--- config.mk ---
export PLATFORM = sky130hd
export DESIGN_NAME = branch_predictor_flat
export DESIGN_NICKNAME = d
export VERILOG_FILES = /design/src/rtl/bp_pkg.sv /design/src/rtl/branch_predictor_if.sv /design/src/rtl/bp_sat_ctr.sv /design/src/rtl/branch_predictor.sv /design/src/flat_wrapper.sv
export SDC_FILE = /design/constraint.sdc
export NUM_CORES = 2
export LEC_CHECK = 0
export BUFFER_PORTS_ARGS = -buffer_cell sky130_fd_sc_hd__buf_2
export CAP_MARGIN = 30
export CORE_ASPECT_RATIO = 0.8
export CORE_UTILIZATION = 25
export DETAILED_ROUTE_END_ITERATION = 10
export PLACE_DENSITY = 0.42
export SLEW_MARGIN = 20
export SYNTH_ARGS = -nofsm -noshare
export SYNTH_HDL_FRONTEND = slang
export SYNTH_SLANG_ARGS = --single-unit
--- constraint.sdc ---
create_clock -name clk -period 63.2 [get_ports clk]
set_input_delay 9.48 -clock clk [delete_from_list [all_inputs] [get_ports clk]]
set_output_delay 9.48 -clock clk [all_outputs]
set_load 0.01 [all_outputs]
--- src/rtl/bp_pkg.sv ---
// Shared types and helpers for the branch predictor: entry layout, counter constants, PC field extraction.
// Latency: n/a (package).
// Backpressure: n/a (package).
package bp_pkg;

  // Upper bounds on the module parameters.
  // Table entries are stored at these widths, and the module zero-extends its fields into them.
  localparam int MAX_ADDR_W = 64;
  localparam int MAX_TAG_W  = 32;
  localparam int MAX_CTR_W  = 16;

  typedef struct packed {
    logic                  valid;
    logic [MAX_TAG_W-1:0]  tag;
    logic [MAX_CTR_W-1:0]  ctr;
    logic [MAX_ADDR_W-1:0] target;
  } bp_entry_t;

  // Saturation ceiling of a ctr_w-bit history counter
  function automatic int unsigned ctr_max(input int ctr_w);
    return (32'd1 << ctr_w) - 32'd1;
  endfunction

  // Allocation value: weakly taken (MSB set, all other bits clear)
  function automatic int unsigned ctr_weak_taken(input int ctr_w);
    return 32'd1 << (ctr_w - 1);
  endfunction

  // BTB index: word address bits just above the byte offset
  function automatic int unsigned pc_index(input logic [MAX_ADDR_W-1:0] pc, input int idx_w);
    logic [MAX_ADDR_W-1:0] mask;
    mask = (MAX_ADDR_W'(1) << idx_w) - MAX_ADDR_W'(1);
    return 32'((pc >> 2) & mask);
  endfunction

  // BTB tag: the tag_w bits sitting directly above the index
  function automatic logic [MAX_TAG_W-1:0] pc_tag(input logic [MAX_ADDR_W-1:0] pc,
                                                  input int idx_w, input int tag_w);
    logic [MAX_ADDR_W-1:0] mask;
    mask = (MAX_ADDR_W'(1) << tag_w) - MAX_ADDR_W'(1);
    return MAX_TAG_W'((pc >> (idx_w + 2)) & mask);
  endfunction

endpackage

--- src/rtl/branch_predictor_if.sv ---
// Fetch-lookup, ID-resolution and statistics signals between the pipeline and the branch predictor.
// Latency: n/a (wiring only).
// Backpressure: none; every signal is sampled or driven every cycle.
interface branch_predictor_if #(
  parameter int ADDR_W = 32
) ();
  logic [ADDR_W-1:0] if_pc;
  logic              pred_hit;
  logic              pred_taken;
  logic [ADDR_W-1:0] pred_target;

  logic              upd_valid;
  logic [ADDR_W-1:0] upd_pc;
  logic              upd_taken;
  logic [ADDR_W-1:0] upd_target;
  logic              upd_pred_taken;
  logic [ADDR_W-1:0] upd_pred_target;

  logic              mispredict;
  logic [ADDR_W-1:0] redirect_pc;
  logic [31:0]       stat_branches;
  logic [31:0]       stat_mispredicts;

  // Pipeline side
  modport master (
    output if_pc, upd_valid, upd_pc, upd_taken, upd_target, upd_pred_taken, upd_pred_target,
    input  pred_hit, pred_taken, pred_target, mispredict, redirect_pc,
           stat_branches, stat_mispredicts
  );

  // Predictor side
  modport slave (
    input  if_pc, upd_valid, upd_pc, upd_taken, upd_target, upd_pred_taken, upd_pred_target,
    output pred_hit, pred_taken, pred_target, mispredict, redirect_pc,
           stat_branches, stat_mispredicts
  );
endinterface

--- src/rtl/bp_sat_ctr.sv ---
// Saturating up/down counter next-state function (no storage).
// Latency: combinational.
// Backpressure: none; simultaneous inc and dec hold the value.
module bp_sat_ctr #(
  parameter int             W   = 2,
  parameter logic [W-1:0]   MAX = '1
) (
  input  logic [W-1:0] cnt,
  input  logic         inc,
  input  logic         dec,
  output logic [W-1:0] nxt
);

  // Step toward the requested direction unless already pinned at the rail
  always_comb begin
    nxt = cnt;
    if (inc && !dec && (cnt != MAX)) begin
      nxt = cnt + W'(1);
    end else if (dec && !inc && (cnt != '0)) begin
      nxt = cnt - W'(1);
    end
  end

endmodule

--- src/rtl/branch_predictor.sv ---
// Direct-mapped tagged BTB with per-entry saturating counters, trained from ID-stage resolution.
// Latency: prediction and mispredict/redirect are combinational; training is visible 1 cycle later.
// Backpressure: none; one lookup and one update accepted every cycle, same-index lookup sees old data.
module branch_predictor
  import bp_pkg::*;
#(
  parameter int ENTRIES = 16,
  parameter int TAG_W   = 8,
  parameter int CTR_W   = 2,
  parameter int ADDR_W  = 32
) (
  input  logic               clk,
  input  logic               rst,
  branch_predictor_if.slave  bp
);

  localparam int              IDX_W    = $clog2(ENTRIES);
  localparam logic [CTR_W-1:0] CTR_MAX  = CTR_W'(ctr_max(CTR_W));
  localparam logic [CTR_W-1:0] CTR_WEAK = CTR_W'(ctr_weak_taken(CTR_W));

  bp_entry_t bp_tbl [0:ENTRIES-1];

  logic [IDX_W-1:0]     lk_idx;
  logic [MAX_TAG_W-1:0] lk_tag;
  bp_entry_t            lk_e;
  logic                 lk_hit;
  logic                 lk_taken;

  logic [IDX_W-1:0]     up_idx;
  logic [MAX_TAG_W-1:0] up_tag;
  bp_entry_t            up_e;
  logic                 up_hit;
  logic [CTR_W-1:0]     ctr_nxt;

  logic                 wr_en;
  bp_entry_t            wr_e;

  logic                 mispredict;
  logic [31:0]          stat_br_q;
  logic [31:0]          stat_mis_q;
  logic [31:0]          stat_br_nxt;
  logic [31:0]          stat_mis_nxt;

  // Bits of the wide entry beyond this instance's field widths are never consulted on lookup
  logic                 unused_bits;
  assign unused_bits = ^{lk_e, up_e};

  // ---------------------------------------------------------------- fetch lookup

  assign lk_idx = IDX_W'(pc_index(MAX_ADDR_W'(bp.if_pc), IDX_W));
  assign lk_tag = pc_tag(MAX_ADDR_W'(bp.if_pc), IDX_W, TAG_W);
  assign lk_e   = bp_tbl[lk_idx];

  assign lk_hit   = lk_e.valid && (lk_e.tag == lk_tag);
  assign lk_taken = lk_hit && lk_e.ctr[CTR_W-1];

  assign bp.pred_hit    = lk_hit;
  assign bp.pred_taken  = lk_taken;
  assign bp.pred_target = lk_taken ? lk_e.target[ADDR_W-1:0] : bp.if_pc + ADDR_W'(4);

  // ---------------------------------------------------------------- ID resolution

  // A taken/not-taken disagreement, or both taken but to different targets, needs a redirect
  assign mispredict = bp.upd_valid &&
                      ((bp.upd_taken != bp.upd_pred_taken) ||
                       (bp.upd_taken && bp.upd_pred_taken && (bp.upd_target != bp.upd_pred_target)));

  assign bp.mispredict  = mispredict;
  assign bp.redirect_pc = bp.upd_taken ? bp.upd_target : bp.upd_pc + ADDR_W'(4);

  // ---------------------------------------------------------------- training

  assign up_idx = IDX_W'(pc_index(MAX_ADDR_W'(bp.upd_pc), IDX_W));
  assign up_tag = pc_tag(MAX_ADDR_W'(bp.upd_pc), IDX_W, TAG_W);
  assign up_e   = bp_tbl[up_idx];
  assign up_hit = up_e.valid && (up_e.tag == up_tag);

  bp_sat_ctr #(
    .W   (CTR_W),
    .MAX (CTR_MAX)
  ) u_hist_ctr (
    .cnt (up_e.ctr[CTR_W-1:0]),
    .inc (bp.upd_taken),
    .dec (!bp.upd_taken),
    .nxt (ctr_nxt)
  );

  // Build the replacement entry: train on hit, allocate weakly-taken on a taken miss
  always_comb begin
    wr_en = 1'b0;
    wr_e  = up_e;
    if (bp.upd_valid) begin
      if (up_hit) begin
        wr_en   = 1'b1;
        wr_e.ctr = MAX_CTR_W'(ctr_nxt);
        if (bp.upd_taken) begin
          wr_e.target = MAX_ADDR_W'(bp.upd_target);
        end
      end else if (bp.upd_taken) begin
        wr_en       = 1'b1;
        wr_e.valid  = 1'b1;
        wr_e.tag    = up_tag;
        wr_e.ctr    = MAX_CTR_W'(CTR_WEAK);
        wr_e.target = MAX_ADDR_W'(bp.upd_target);
      end
    end
  end

  // Table storage; reset wipes every entry immediately
  always_ff @(posedge clk or posedge rst) begin
    if (rst) begin
      for (int i = 0; i < ENTRIES; i++) begin
        bp_tbl[i] <= '0;
      end
    end else if (wr_en) begin
      bp_tbl[up_idx] <= wr_e;
    end
  end

  // ---------------------------------------------------------------- statistics

  bp_sat_ctr #(
    .W (32)
  ) u_stat_br (
    .cnt (stat_br_q),
    .inc (bp.upd_valid),
    .dec (1'b0),
    .nxt (stat_br_nxt)
  );

  bp_sat_ctr #(
    .W (32)
  ) u_stat_mis (
    .cnt (stat_mis_q),
    .inc (mispredict),
    .dec (1'b0),
    .nxt (stat_mis_nxt)
  );

  // Saturating resolved-branch and mispredict counters
  always_ff @(posedge clk or posedge rst) begin
    if (rst) begin
      stat_br_q  <= '0;
      stat_mis_q <= '0;
    end else begin
      stat_br_q  <= stat_br_nxt;
      stat_mis_q <= stat_mis_nxt;
    end
  end

  assign bp.stat_branches    = stat_br_q;
  assign bp.stat_mispredicts = stat_mis_q;

endmodule
--- src/flat_wrapper.sv ---
// flat-port wrapper written by rule: the top's interface ports become plain ports
module branch_predictor_flat import bp_pkg::*;
#(
  parameter int ENTRIES = 16,
  parameter int TAG_W   = 8,
  parameter int CTR_W   = 2,
  parameter int ADDR_W  = 32
)
  (clk, rst, bp_if_pc, bp_upd_valid, bp_upd_pc, bp_upd_taken, bp_upd_target, bp_upd_pred_taken, bp_upd_pred_target, bp_pred_hit, bp_pred_taken, bp_pred_target, bp_mispredict, bp_redirect_pc, bp_stat_branches, bp_stat_mispredicts);
  branch_predictor_if #(.ADDR_W(ADDR_W)) bp_i ();
  input  logic clk;
  input  logic rst;
  input wire logic [$bits(bp_i.if_pc)-1:0] bp_if_pc;
  input wire logic [$bits(bp_i.upd_valid)-1:0] bp_upd_valid;
  input wire logic [$bits(bp_i.upd_pc)-1:0] bp_upd_pc;
  input wire logic [$bits(bp_i.upd_taken)-1:0] bp_upd_taken;
  input wire logic [$bits(bp_i.upd_target)-1:0] bp_upd_target;
  input wire logic [$bits(bp_i.upd_pred_taken)-1:0] bp_upd_pred_taken;
  input wire logic [$bits(bp_i.upd_pred_target)-1:0] bp_upd_pred_target;
  output wire logic [$bits(bp_i.pred_hit)-1:0] bp_pred_hit;
  output wire logic [$bits(bp_i.pred_taken)-1:0] bp_pred_taken;
  output wire logic [$bits(bp_i.pred_target)-1:0] bp_pred_target;
  output wire logic [$bits(bp_i.mispredict)-1:0] bp_mispredict;
  output wire logic [$bits(bp_i.redirect_pc)-1:0] bp_redirect_pc;
  output wire logic [$bits(bp_i.stat_branches)-1:0] bp_stat_branches;
  output wire logic [$bits(bp_i.stat_mispredicts)-1:0] bp_stat_mispredicts;
  assign bp_i.if_pc = bp_if_pc;
  assign bp_i.upd_valid = bp_upd_valid;
  assign bp_i.upd_pc = bp_upd_pc;
  assign bp_i.upd_taken = bp_upd_taken;
  assign bp_i.upd_target = bp_upd_target;
  assign bp_i.upd_pred_taken = bp_upd_pred_taken;
  assign bp_i.upd_pred_target = bp_upd_pred_target;
  assign bp_pred_hit = bp_i.pred_hit;
  assign bp_pred_taken = bp_i.pred_taken;
  assign bp_pred_target = bp_i.pred_target;
  assign bp_mispredict = bp_i.mispredict;
  assign bp_redirect_pc = bp_i.redirect_pc;
  assign bp_stat_branches = bp_i.stat_branches;
  assign bp_stat_mispredicts = bp_i.stat_mispredicts;
  branch_predictor #(.ENTRIES(ENTRIES), .TAG_W(TAG_W), .CTR_W(CTR_W), .ADDR_W(ADDR_W)) u_core (.clk(clk), .rst(rst), .bp(bp_i));
endmodule
==> out/qor.csv <==
metric,value,unit
track_usage,17.15,%
grt_pass1_wl,291200,um
hold_ws,0.4756,ns
cts.sink_count,1136,
rows,157,
ir_drop,0.00002052,V
drv_slew,0,
gp_congestion,0.8100,
cp-end-kind,output port,
ys_top_cells_by_area,"dfrtp_1, mux4_2, mux2_2",
powerDensity,28.78,nW/um2
p_leak,0.03027,uW
port_buffers,263,
clk_pin_slew,0.06,ns
crit_type,in -> out,
nets,4454,
grt_overflow,0,
clockRootBuffer,clkbuf_16,
cts_tree,yes,
yosysWarningCount,0,
io_pins,264,
cts_htree_levels,4,
ys.flop_type,dfrtp_1,
synth_area_leader_cell,dfrtp_1,
p_comb_share,14.9,%
grt_pass1_vias,37810,
postSynthRegisterBits,1136,
synth_edf_count,0,
maxCapViolCount,0,
drt_wl_total,199800,um
cts_setup_buffers,0,
outcome,finished clean,
ys_async_sr_fraction,100.0,%
hold_buffers,0,
drt_iter0_markers,2748,
rsz0062_at_grt,no,
finalSetupViolations,0,
swShare,27.25,%
drive_gt1_share,39.52,%
timing.fmax,0.03996,GHz
synth.top_cell.area_share,49.44,%
p_sw,523.5,uW
critical_path.max_fanout,69,
cts-resized-gates,0,
initial_core_util,25.15,%
vias_per_cell,4.973,
vias,36990,
p_int,1398,uW
die_area,232000,um2
skew,0.03676,ns
nFillCells,23110,
dp_hpwl,126900,um
relSlewSlack,31.64,%
fin_setup_tns,0,ns
clockPowerShare,41.2,%
cts_buffers,135,
mostFrequentLayoutCell,dfrtp_1,
critPathArrivalTime,15.54,ns
die_h,431.0,um
fin_cells,7438,
seqPwrFrac,43.9,%
hp-class,reg -> reg,
ys_types,81,
critPathLaunchType,input pin,
place_inst,7184,
grt_max_degree,148,
fp.dieW,538.2,um
syn_nets,4264,
antenna_found_initial,16,
area_growth_syn_to_layout,16.11,%
fin_crit_sh,39.59,%
syn-instance-count,4121,
post-route-min-period,25.02,ns
avgSynthCellArea,13.95,um2
required,53.72,ns
layout_common_cells,"dfrtp_1, mux2_2, mux4_2",
synth-seq-area-share,49.44,%
core-area,228700,um2
hold_violations,0,
drc_errors,0,
ant_nets,0,
post_drt_wl_per_cell,26.86,um
clkLatencyLatePin,0.78,ns
synthesis.area,57500,um2
first_pass_iters,5,
worst_slew_pin_slew,1.025,ns
cts_max_path_buffers,3,
==> synth_stat cells (5+ instances only) <==
master and instances:
a211oi_1 17, a21oi_1 38, a221oi_1 8, a22oi_1 5, a31oi_1 14, and2_1 392
and3_1 25, and4_1 7, buf_1 42, buf_2 101, buf_4 14, buf_6 14
clkbuf_1 142, dfrtp_1 1136, ha_1 10, inv_1 30, mux2_1 41, mux2_2 704
mux2_4 15, mux2i_1 56, mux4_2 417, nand2_1 114, nand2b_1 23, nand3_1 61
nand4_1 49, nand4_4 6, nor2_1 103, nor2b_1 17, nor3_1 66, nor3b_1 8
nor4_1 83, nor4b_1 14, o211ai_1 7, o21ai_0 54, o22ai_1 6, o311ai_0 9
or2_2 10, or3_1 13, or4_1 14, xnor2_1 89, xor2_1 76
==> through the flow <==
stage	area, um2	power [uW]	utilization (%)	setup WS (ns)
after floorplan	57500	1045	-	21.73
after global placement	61940	1139	27.09	37.95
after detailed placement	62070	1143	27.14	37.92
after CTS	66510	1946	29.09	37.93
after global routing	66770	2006	29.20	37.63
final	66770	1921	29.20	38.18
==> logic make-up after synthesis <==
group,after synthesis,synth area share [%]
multiplexers,1233,32.29
flip-flops,1136,49.44
AND/OR/NAND/NOR,1020,10.27
buffers and inverters,346,2.774
AO/OA/AOI/OAI,211,2.502
XOR/XNOR,165,2.513
adder cells (fa/ha/maj),10,0.2176
==> state kept, by name (all words and copies together) (netlist names) <==
register,count
u_core.bp.stat_mispredicts,32
u_core.bp_tbl,1072
u_core.bp.stat_branches,32
==> final timing paths <==
check / cells after the start / end / slack [ns] / start
max: 15 / bp_pred_target[17] / 38.18 / bp_if_pc[2]
min: 1 / u_core.bp_tbl[899]$_DFFE_PP0P_ / 0.48 / u_core.bp_tbl[899]$_DFFE_PP0P_
max reg2reg: 10 / u_core.bp_tbl[144]$_DFFE_PP0P_ / 57.70 / u_core.bp_tbl[541]$_DFFE_PP0P_
min reg2reg: 1 / u_core.bp_tbl[899]$_DFFE_PP0P_ / 0.48 / u_core.bp_tbl[899]$_DFFE_PP0P_
max in group asynchronous: 6 / u_core.bp_tbl[1591]$_DFFE_PP0P_ / 51.77 / rst
min in group asynchronous: 2 / u_core.bp_tbl[1693]$_DFFE_PP0P_ / 8.72 / rst
==> metal layers <==
| layer | part of all wire [%] | up-vias | track usage, % |
|---|---|---|---|
| met5 | 0.0045 | - | 0 |
| met4 | 2.1 | 2 | 4.101 |
| met3 | 4.1 | 231 | 2.429 |
| met2 | 45 | 931 | 26.25 |
| met1 | 49 | 20040 | 25.39 |
| li1 | - | 15790 | - |
==> critical path: stages <==
cell and delay (ns):
buf_8 0.47, buf_4 0.61, buf_4 0.78, buf_4 0.80
mux4_2 0.58, nor2b_1 0.14, a211oi_1 0.23, a21oi_1 0.09
xnor2_1 0.19, nand2_1 0.13, or4_1 0.53, nor3_2 0.18
buf_4 0.58, mux2_2 0.42, buf_2 0.14
==> power groups by stage <==
| stage | Combinational [uW] | Clock, uW | Sequential, uW |
|---|---|---|---|
| final | 287 | 791 | 843 |
| after global routing | 309 | 844 | 852 |
| after CTS | 290 | 815 | 841 |
| after detailed placement | 289 | 0 | 854 |
| after global placement | 286 | 0 | 853 |
| after floorplan | 204 | 0 | 841 |
==> area by class of cell <==
| class | count | area (um2) | area share (%) |
|---|---|---|---|
| multi-input cells | 2639 | 27550 | 41.26 |
| repair buffers | 368 | 2432 | 3.643 |
| diodes | 2 | 5.005 | 0.007496 |
| inverters | 31 | 126.4 | 0.1893 |
| clock buffers | 200 | 3936 | 5.895 |
| flip-flops and latches | 1136 | 28430 | 42.58 |
| well taps | 3021 | 3780 | 5.661 |
| clock inverters | 41 | 511.7 | 0.7664 |
No activity file was read; power rests on OpenSTA's default activity.
